--- src/rtl/mem_txn_controller_if.sv ---
// Signal bundle for mem_txn_controller: request/response handshake plus serial PHY streams.
// master: the controller; slave: the requester and serial PHY side.
interface mem_txn_controller_if #(
  parameter int unsigned IO_BITS        = 2,
  parameter int unsigned PAYLOAD_CYCLES = 8
);
  localparam int unsigned WORD_BITS = IO_BITS * PAYLOAD_CYCLES;

  logic                 req_valid;
  logic                 req_ready;
  logic                 req_write;
  logic [WORD_BITS-1:0] req_addr;
  logic [WORD_BITS-1:0] req_wdata;

  logic                 resp_valid;
  logic [WORD_BITS-1:0] resp_rdata;
  logic                 resp_error;

  logic                 tx_command_valid;
  logic [1:0]           tx_command;
  logic                 tx_command_started;
  logic [IO_BITS-1:0]   tx_data;
  logic                 tx_data_next;
  logic                 tx_done;

  logic                 rx_data_valid;
  logic                 rx_done;
  logic [IO_BITS-1:0]   rx_pins;

  modport master (
    input  req_valid, req_write, req_addr, req_wdata,
    output req_ready,
    output resp_valid, resp_rdata, resp_error,
    output tx_command_valid, tx_command, tx_data,
    input  tx_command_started, tx_data_next, tx_done,
    input  rx_data_valid, rx_done, rx_pins
  );

  modport slave (
    output req_valid, req_write, req_addr, req_wdata,
    input  req_ready,
    input  resp_valid, resp_rdata, resp_error,
    input  tx_command_valid, tx_command, tx_data,
    output tx_command_started, tx_data_next, tx_done,
    output rx_data_valid, rx_done, rx_pins
  );
endinterface

--- src/rtl/mem_txn_controller.sv ---
// Serial memory transaction controller: streams address/write data LSB-first to a serial PHY and
// collects read responses. Define MEM_TXN_TIMEOUT_EN to enable the read-response timeout.
module mem_txn_controller #(
  parameter int unsigned IO_BITS        = 2,
  parameter int unsigned PAYLOAD_CYCLES = 8
) (
  input logic                  clk,
  input logic                  rst_n,
  mem_txn_controller_if.master bus
);
  localparam int unsigned WORD_BITS = IO_BITS * PAYLOAD_CYCLES;

  localparam logic [1:0] CmdRead  = 2'd0;
  localparam logic [1:0] CmdWrite = 2'd1;
  localparam logic [1:0] CmdWdata = 2'd2;

  typedef enum logic [1:0] {
    StIdle,
    StSendAddr,
    StSendWdata,
    StWaitResp
  } state_e;

  state_e               state_q, state_d;
  logic                 write_q, write_d;
  logic [WORD_BITS-1:0] wdata_q, wdata_d;
  // Holds the latched address while it is being sent, then the write data.
  logic [WORD_BITS-1:0] tx_shift_q, tx_shift_d;
  logic [WORD_BITS-1:0] rx_shift_q, rx_shift_d;
  logic [WORD_BITS-1:0] resp_rdata_q, resp_rdata_d;
  logic [1:0]           cmd_q, cmd_d;
  logic                 cmd_valid_q, cmd_valid_d;
  logic                 resp_valid_q, resp_valid_d;
  logic [WORD_BITS-1:0] rx_word;

`ifdef MEM_TXN_TIMEOUT_EN
  localparam logic [7:0] TimeoutLast = 8'd254;
  logic [7:0] timeout_cnt_q, timeout_cnt_d;
  logic       resp_error_q, resp_error_d;
`endif

  assign rx_word = {bus.rx_pins, rx_shift_q[WORD_BITS-1:IO_BITS]};

  always_comb begin
    state_d      = state_q;
    write_d      = write_q;
    wdata_d      = wdata_q;
    tx_shift_d   = tx_shift_q;
    rx_shift_d   = rx_shift_q;
    resp_rdata_d = resp_rdata_q;
    cmd_d        = cmd_q;
    cmd_valid_d  = cmd_valid_q;
    resp_valid_d = 1'b0;
`ifdef MEM_TXN_TIMEOUT_EN
    timeout_cnt_d = '0;
    resp_error_d  = 1'b0;
`endif

    if (bus.tx_command_started) begin
      cmd_valid_d = 1'b0;
    end

    unique case (state_q)
      StIdle: begin
        if (bus.req_valid) begin
          write_d     = bus.req_write;
          wdata_d     = bus.req_wdata;
          tx_shift_d  = bus.req_addr;
          rx_shift_d  = '0;
          cmd_d       = bus.req_write ? CmdWrite : CmdRead;
          cmd_valid_d = 1'b1;
          state_d     = StSendAddr;
        end
      end

      StSendAddr: begin
        if (bus.tx_data_next) begin
          tx_shift_d = tx_shift_q >> IO_BITS;
        end
        if (bus.tx_done) begin
          if (write_q) begin
            tx_shift_d  = wdata_q;
            cmd_d       = CmdWdata;
            cmd_valid_d = 1'b1;
            state_d     = StSendWdata;
          end else begin
            state_d = StWaitResp;
          end
        end
      end

      StSendWdata: begin
        if (bus.tx_data_next) begin
          tx_shift_d = tx_shift_q >> IO_BITS;
        end
        if (bus.tx_done) begin
          state_d = StIdle;
        end
      end

      StWaitResp: begin
        if (bus.rx_data_valid) begin
          rx_shift_d = rx_word;
          if (bus.rx_done) begin
            resp_valid_d = 1'b1;
            resp_rdata_d = rx_word;
            state_d      = StIdle;
          end
        end
`ifdef MEM_TXN_TIMEOUT_EN
        // Fires on the 255th consecutive cycle without rx activity.
        else if (timeout_cnt_q == TimeoutLast) begin
          resp_valid_d = 1'b1;
          resp_error_d = 1'b1;
          resp_rdata_d = '0;
          state_d      = StIdle;
        end else begin
          timeout_cnt_d = timeout_cnt_q + 8'd1;
        end
`endif
      end

      default: state_d = StIdle;
    endcase
  end

  always_ff @(posedge clk or negedge rst_n) begin
    if (!rst_n) begin
      state_q      <= StIdle;
      write_q      <= 1'b0;
      wdata_q      <= '0;
      tx_shift_q   <= '0;
      rx_shift_q   <= '0;
      resp_rdata_q <= '0;
      cmd_q        <= CmdRead;
      cmd_valid_q  <= 1'b0;
      resp_valid_q <= 1'b0;
    end else begin
      state_q      <= state_d;
      write_q      <= write_d;
      wdata_q      <= wdata_d;
      tx_shift_q   <= tx_shift_d;
      rx_shift_q   <= rx_shift_d;
      resp_rdata_q <= resp_rdata_d;
      cmd_q        <= cmd_d;
      cmd_valid_q  <= cmd_valid_d;
      resp_valid_q <= resp_valid_d;
    end
  end

`ifdef MEM_TXN_TIMEOUT_EN
  always_ff @(posedge clk or negedge rst_n) begin
    if (!rst_n) begin
      timeout_cnt_q <= '0;
      resp_error_q  <= 1'b0;
    end else begin
      timeout_cnt_q <= timeout_cnt_d;
      resp_error_q  <= resp_error_d;
    end
  end

  assign bus.resp_error = resp_error_q;
`else
  assign bus.resp_error = 1'b0;
`endif

  assign bus.req_ready        = (state_q == StIdle);
  assign bus.tx_command_valid = cmd_valid_q;
  assign bus.tx_command       = cmd_q;
  assign bus.tx_data          = tx_shift_q[IO_BITS-1:0];
  assign bus.resp_valid       = resp_valid_q;
  assign bus.resp_rdata       = resp_rdata_q;
endmodule

--- src/flat_wrapper.sv ---
// flat-port wrapper written by rule: the top's interface ports become plain ports
module mem_txn_controller_flat 
#(
  parameter int unsigned IO_BITS        = 2,
  parameter int unsigned PAYLOAD_CYCLES = 8
)
  (clk, rst_n, bus_req_valid, bus_req_write, bus_req_addr, bus_req_wdata, bus_req_ready, bus_resp_valid, bus_resp_rdata, bus_resp_error, bus_tx_command_valid, bus_tx_command, bus_tx_data, bus_tx_command_started, bus_tx_data_next, bus_tx_done, bus_rx_data_valid, bus_rx_done, bus_rx_pins);
  mem_txn_controller_if #(.IO_BITS(IO_BITS), .PAYLOAD_CYCLES(PAYLOAD_CYCLES)) bus_i ();
  input logic clk;
  input logic rst_n;
  input wire logic [$bits(bus_i.req_valid)-1:0] bus_req_valid;
  input wire logic [$bits(bus_i.req_write)-1:0] bus_req_write;
  input wire logic [$bits(bus_i.req_addr)-1:0] bus_req_addr;
  input wire logic [$bits(bus_i.req_wdata)-1:0] bus_req_wdata;
  output wire logic [$bits(bus_i.req_ready)-1:0] bus_req_ready;
  output wire logic [$bits(bus_i.resp_valid)-1:0] bus_resp_valid;
  output wire logic [$bits(bus_i.resp_rdata)-1:0] bus_resp_rdata;
  output wire logic [$bits(bus_i.resp_error)-1:0] bus_resp_error;
  output wire logic [$bits(bus_i.tx_command_valid)-1:0] bus_tx_command_valid;
  output wire logic [$bits(bus_i.tx_command)-1:0] bus_tx_command;
  output wire logic [$bits(bus_i.tx_data)-1:0] bus_tx_data;
  input wire logic [$bits(bus_i.tx_command_started)-1:0] bus_tx_command_started;
  input wire logic [$bits(bus_i.tx_data_next)-1:0] bus_tx_data_next;
  input wire logic [$bits(bus_i.tx_done)-1:0] bus_tx_done;
  input wire logic [$bits(bus_i.rx_data_valid)-1:0] bus_rx_data_valid;
  input wire logic [$bits(bus_i.rx_done)-1:0] bus_rx_done;
  input wire logic [$bits(bus_i.rx_pins)-1:0] bus_rx_pins;
  assign bus_i.req_valid = bus_req_valid;
  assign bus_i.req_write = bus_req_write;
  assign bus_i.req_addr = bus_req_addr;
  assign bus_i.req_wdata = bus_req_wdata;
  assign bus_req_ready = bus_i.req_ready;
  assign bus_resp_valid = bus_i.resp_valid;
  assign bus_resp_rdata = bus_i.resp_rdata;
  assign bus_resp_error = bus_i.resp_error;
  assign bus_tx_command_valid = bus_i.tx_command_valid;
  assign bus_tx_command = bus_i.tx_command;
  assign bus_tx_data = bus_i.tx_data;
  assign bus_i.tx_command_started = bus_tx_command_started;
  assign bus_i.tx_data_next = bus_tx_data_next;
  assign bus_i.tx_done = bus_tx_done;
  assign bus_i.rx_data_valid = bus_rx_data_valid;
  assign bus_i.rx_done = bus_rx_done;
  assign bus_i.rx_pins = bus_rx_pins;
  mem_txn_controller #(.IO_BITS(IO_BITS), .PAYLOAD_CYCLES(PAYLOAD_CYCLES)) u_core (.clk(clk), .rst_n(rst_n), .bus(bus_i));
endmodule
--- config.mk ---
export PLATFORM = sky130hd
export DESIGN_NAME = mem_txn_controller_flat
export DESIGN_NICKNAME = d
export VERILOG_FILES = /design/src/rtl/mem_txn_controller_if.sv /design/src/rtl/mem_txn_controller.sv /design/src/flat_wrapper.sv
export SDC_FILE = /design/constraint.sdc
export NUM_CORES = 1
export LEC_CHECK = 0
export BUFFER_PORTS_ARGS = -buffer_cell sky130_fd_sc_hd__buf_2
export CAP_MARGIN = 20
export CORE_AREA = 2 2 90 83
export DETAILED_ROUTE_END_ITERATION = 10
export DIE_AREA = 0 0 92 85
export PLACE_DENSITY = 0.85
export SETUP_SLACK_MARGIN = 0.1
export SYNTH_ARGS = -nofsm -noshare
export SYNTH_HDL_FRONTEND = slang
export SYNTH_SLANG_ARGS = --single-unit
--- constraint.sdc ---
create_clock -name clk -period 1.67 [get_ports clk]
set_input_delay 0.334 -clock clk [delete_from_list [all_inputs] [get_ports clk]]
set_output_delay 0.334 -clock clk [all_outputs]
set_load 0.1 [all_outputs]
[Word level (Yosys, flattened, before mapping)]
Cells that the tools add are included.
Cells by class
  eq/ne operators: 9
  reductions and logical operators: 10
  mux-type cells: 28
Operator list (count)
  $mux 16: 6
  $pmux 16 s3: 1
  $pmux 16 s2: 1
  $mux 2: 8
  $ne 2x2->1 const B: 5
  $mux 1: 9
  $pmux 2 s4: 1
  $reduce_and 3->1: 2
  $reduce_and 5->1: 1
  $eq 2x2->1 const B: 2
  $pmux 2 s2: 1
  $reduce_and 2->1: 2
  $reduce_and 4->1: 1
  $reduce_bool 2->1: 2
  $reduce_bool 3->1: 1
  $eq 2x1->1 const B: 1
  $logic_not 2->1: 1
  $ne 2x1->1 const B: 1
  $pmux 1 s2: 1
Word-level totals
  output and inout port bits: 24
  bits in registers: 71
  input bits: 43

[Depth between registers and ports, before layout]
  depth in word-level cells: 4
  depth in mapped cells: 9
  depth with buffers taken out: 6

[Worst setup path before layout]
OpenSTA, ideal clock, no wires.
  path kind: register -> register
  start: register u_core.state_q[0]
  end: register u_core.state_q[1]
  arrival time: 2247 ps
  path buffers: 1
  slack: -704 ps
  stages on the path, launching flop included: 8
  clock period less this slack: 2374 ps
  data required time: 1542 ps
  library setup time: 128 ps
  cells stage by stage: dfrtp_1 > inv_1 > ha_1 > buf_6 > nor2b_4 > a221oi_2 > o21ai_1 > mux2_1
Between the ends
  cells in the longest elaborated chain, start to end: 3
  elaborated cells on any way between the ends: 11
Ends and longest elaborated chain
  start: declaration: line mem_txn_controller.sv:24  | state_e state_q, state_d;
  start signal: assignment: line mem_txn_controller.sv:129  | state_q <= StIdle;
  start signal: assignment: line mem_txn_controller.sv:139  | state_q <= state_d;
  $logic_not 2->1 *
  net bus_req_ready: line flat_wrapper.sv:15  | output wire logic [$bits(bus_i.req_ready)-1:0] bus_req_ready;
  $ne 2x2->1 (no source line)
  $reduce_and 5->1 (no source line)
The timed path passes the listed nets; every way through them passes the cells marked *.
A chain may end at the register's enable or synchronous reset.

[Worst setup path in the final report]
  start: register u_core.state_q[0]
  end: register u_core.tx_shift_q[8]
Between the ends
  cells in the longest elaborated chain, start to end: 3
  elaborated cells on any way between the ends: 7
Ends and longest elaborated chain
  $eq 2x1->1, or another cell as far along: line mem_txn_controller.sv:63  | unique case (state_q)
  $reduce_bool 3->1 (no source line) / $ne 2x2->1 (equally long branches)
  $reduce_and 2->1 (no source line)
  end signal: assignment: line mem_txn_controller.sv:142  | tx_shift_q <= tx_shift_d;
  end: declaration: line mem_txn_controller.sv:28  | logic [WORD_BITS-1:0] tx_shift_q, tx_shift_d;
Parallel ways exist; a longest one is shown, timed or not.

==> flow_summary.toml <==
[final_layout]
final_core_util_pct = 62.74
final_area_mm2 = 0.004325
nFillCells = 497
diodes = 0
layout.cells.non_filler = 492
seq_area_mm2 = 0.001728
drive_gt1_share_pct = 47.62
area_delta_synth_final_pct = 28.42
nets = 443
multiInputGateArea_mm2 = 0.001580

[global_route]
grt_pass1_wl_um = 13460
grtUsageMet1_pct = 28.94
busiest_layer = "met2"
grtUsageMet2_pct = 35.23
grt.overflow.total = 0
grt_start_max_net_pins = 70
grt_util_all_layers_pct = 22.08
grt_pass1_vias = 2777
antenna_found_initial = 0
met3_usage_pct = 5.684

[floorplanning]
rows = 29
die_x_um = 92
core_area_mm2 = 0.006894
die_area_mm2 = 0.007820
die_y_um = 85
initial_core_util_pct = 48.86
ios = 67

[clocking]
clkTransAtPathRegs_ns = 0.07
clk_latency_ns = 0.34
cts_tree = "built"
htree_levels = 3
clockBufferDepth = 2
cts_made_buffers = 9
cts.sinks = 69
cts-root-buf = "clkbuf_8"
postCtsHoldBufs = 0

[placement]
gp_congestion = 0.8145
dpl.cell_count = 452
numPortBuffers = 65
place_hpwl_um = 5030
place_area_mm2 = 0.003792
place_ws_ns = -0.09023

[route]
drtAntennaViolNets = 0
drt_iter0_drc = 422
dr_total_vias = 2836
drc = 0
wirelength_um = 9409
wl_per_cell_um = 19.12
via_per_inst = 5.764
first_pass_iters = 5

[timing]
tns_ns = 0
timing.final.crit_share_pct = 98.96
slew_violations = 0
setup_viol = 0
hold_violations = 1
postLayoutSetupSlackWorst_ns = 0.01733
fmax_mhz = 605.1
timing.hold.ws_ns = -0.001677
final.min_clock_period_ns = 1.653
skew_ns = 0.006719
rsz0062_at_grt = "yes"

[synthesis]
synth-async-reset-ratio_pct = 100.0
ys_types = 39
syn_inst = 304
synth_area_leaders = "dfrtp_1, mux2_2, nand2_1"
synth-edff-count = 0
synth_nets = 353
yosys-top-cells-count = "dfrtp_1, nand2_1, mux2_2, nor2_1, nor3_1"
synth_largest_area_cell = "dfrtp_1"
ys.flop_type = "dfrtp_1"
synth_seq_cells = 69
ys_warn_count = 0
syn_area_per_cell_um2 = 11.08
synth_top_area_share_pct = 51.26
ys_seq_area_share_pct = 51.26
synth_most_common_cell = "dfrtp_1"
netlist_area_mm2 = 0.003368

[power]
leakage_nw = 2.123
ir_drop_mv = 1.276
powerDensity_mw_per_mm2 = 2217

[critical_path]
required_ns = 1.91
rrSetupSlack_ns = 0.02
endpoint_kind = "flip-flop"
startpoint_type = "flip-flop"
arrival_ns = 1.89
max_stage_delay_ns = 0.44
worst-path-buf-inv = 3
crit_chain = "buf_4, ha_4, buf_4, nor2_4, buf_6, nor2_1, a311oi_1"
setup.worst_path.class = "reg -> reg"
cpMaxStageDelayCell = "dfrtp_2"
crit_fanout = 6
critical_path.top_delay_family = "buffers and inverters"
path_common_cell = "buf_4"

[hold_path]
hold_path.class = "in -> async"

[status]
violations = "negative hold slack"
outcome = "complete, but fails checks"

[run]
drv_cap = 0
## flip-flops by register name (all words and copies together), names as in the netlist
| signal | cells |
|---|---|
| u_core.bus.resp_rdata | 16 |
| u_core.bus.resp_valid | 1 |
| u_core.bus.tx_command | 2 |
| u_core.bus.tx_command_valid | 1 |
| u_core.rx_shift_q | 14 |
| u_core.state_q | 2 |
| u_core.tx_shift_q | 16 |
| u_core.wdata_q | 16 |
| u_core.write_q | 1 |
## stage by stage
stage	hold WS, ns	power [mW]
detailed placement	0.3856	6.903
global route	0.03936	9.982
finish	-0.001677	9.591
global placement	0.3771	6.751
CTS	0.01952	8.760
floorplan	0.03841	6.162
## final timing paths
kind | to | start | depth (start not counted)
worst max register to register | u_core.tx_shift_q[8] | u_core.state_q[0] | 7
worst max-delay path | u_core.tx_shift_q[8] | u_core.state_q[0] | 7
worst min register to register | u_core.rx_shift_q[3] | u_core.rx_shift_q[3] | 2
worst min-delay path | u_core.bus.resp_rdata[11] | rst_n | 2
min in group clk | u_core.wdata_q[12] | bus_req_wdata[12] | 2
max in group asynchronous | u_core.state_q[0] | rst_n | 2
## report_power, final
part	total [mW]	internal (mW)	switching, mW
logic	5.54	2.23	3.31
clock network	1.36	0.727	0.628
registers	2.70	2.26	0.439
total	9.59	5.21	4.38
## logic make-up after synthesis
logic type	count (synthesis)	share of synthesized area [%]
AO/OA/AOI/OAI	31	8.247
adder cells (fa/ha/maj)	6	2.229
buffers and inverters	32	6.018
flip-flops	69	51.26
multiplexers	48	16.01
other	1	0.1113
AND/OR/NAND/NOR	117	16.12
## worst register-to-register path: cells and delay by family (launching register included)
kind	cells	cell delay (ns)
AOI/OAI and AO/OA	1	0.29
adders and majority gates	1	0.18
buffers and inverters	3	0.45
DFF	1	0.44
and+or+nand+nor	2	0.19
## layer usage
| layer | up-vias | wire, µm |
|---|---|---|
| met4 | 0 | 296 |
| met1 | 1383 | 3874 |
| li1 | 1233 | - |
| met3 | 34 | 781 |
| met5 | - | 0 |
| met2 | 186 | 4456 |
## area by class of cell
type,instances,area share (%)
clock inverters,4,1.099
multi-input cells,206,36.53
well taps,93,2.690
inverters,10,0.8678
repair buffers,98,15.50
flip-flops and latches,69,39.95
clock buffers,12,3.356
## cell usage in the layout, fill, tap and decap left out, types with 8 or more instances in the layout
| master | netlist | routed |
|---|---|---|
| dfrtp_1 | 69 | 68 |
| buf_2 | 6 | 65 |
| nand2_1 | 60 | 60 |
| mux2_2 | 46 | 46 |
| buf_4 | 8 | 21 |
| nor2_1 | 16 | 16 |
| nand3_1 | 15 | 15 |
| nor3_1 | 16 | 14 |
| clkbuf_8 | 0 | 10 |
| inv_1 | 10 | 8 |
| a311oi_1 | 11 | 8 |
## what timing repair did
action / in CTS / in global routing
buffers inserted: 14 / 6
pin swaps: 3 / 17
hold endpoints to repair: 0 / 0
setup endpoints to repair: 35 / 50
gates cloned: 0 / 4
gates resized for setup: 12 / 14
Power figures use the tool's default switching activity.
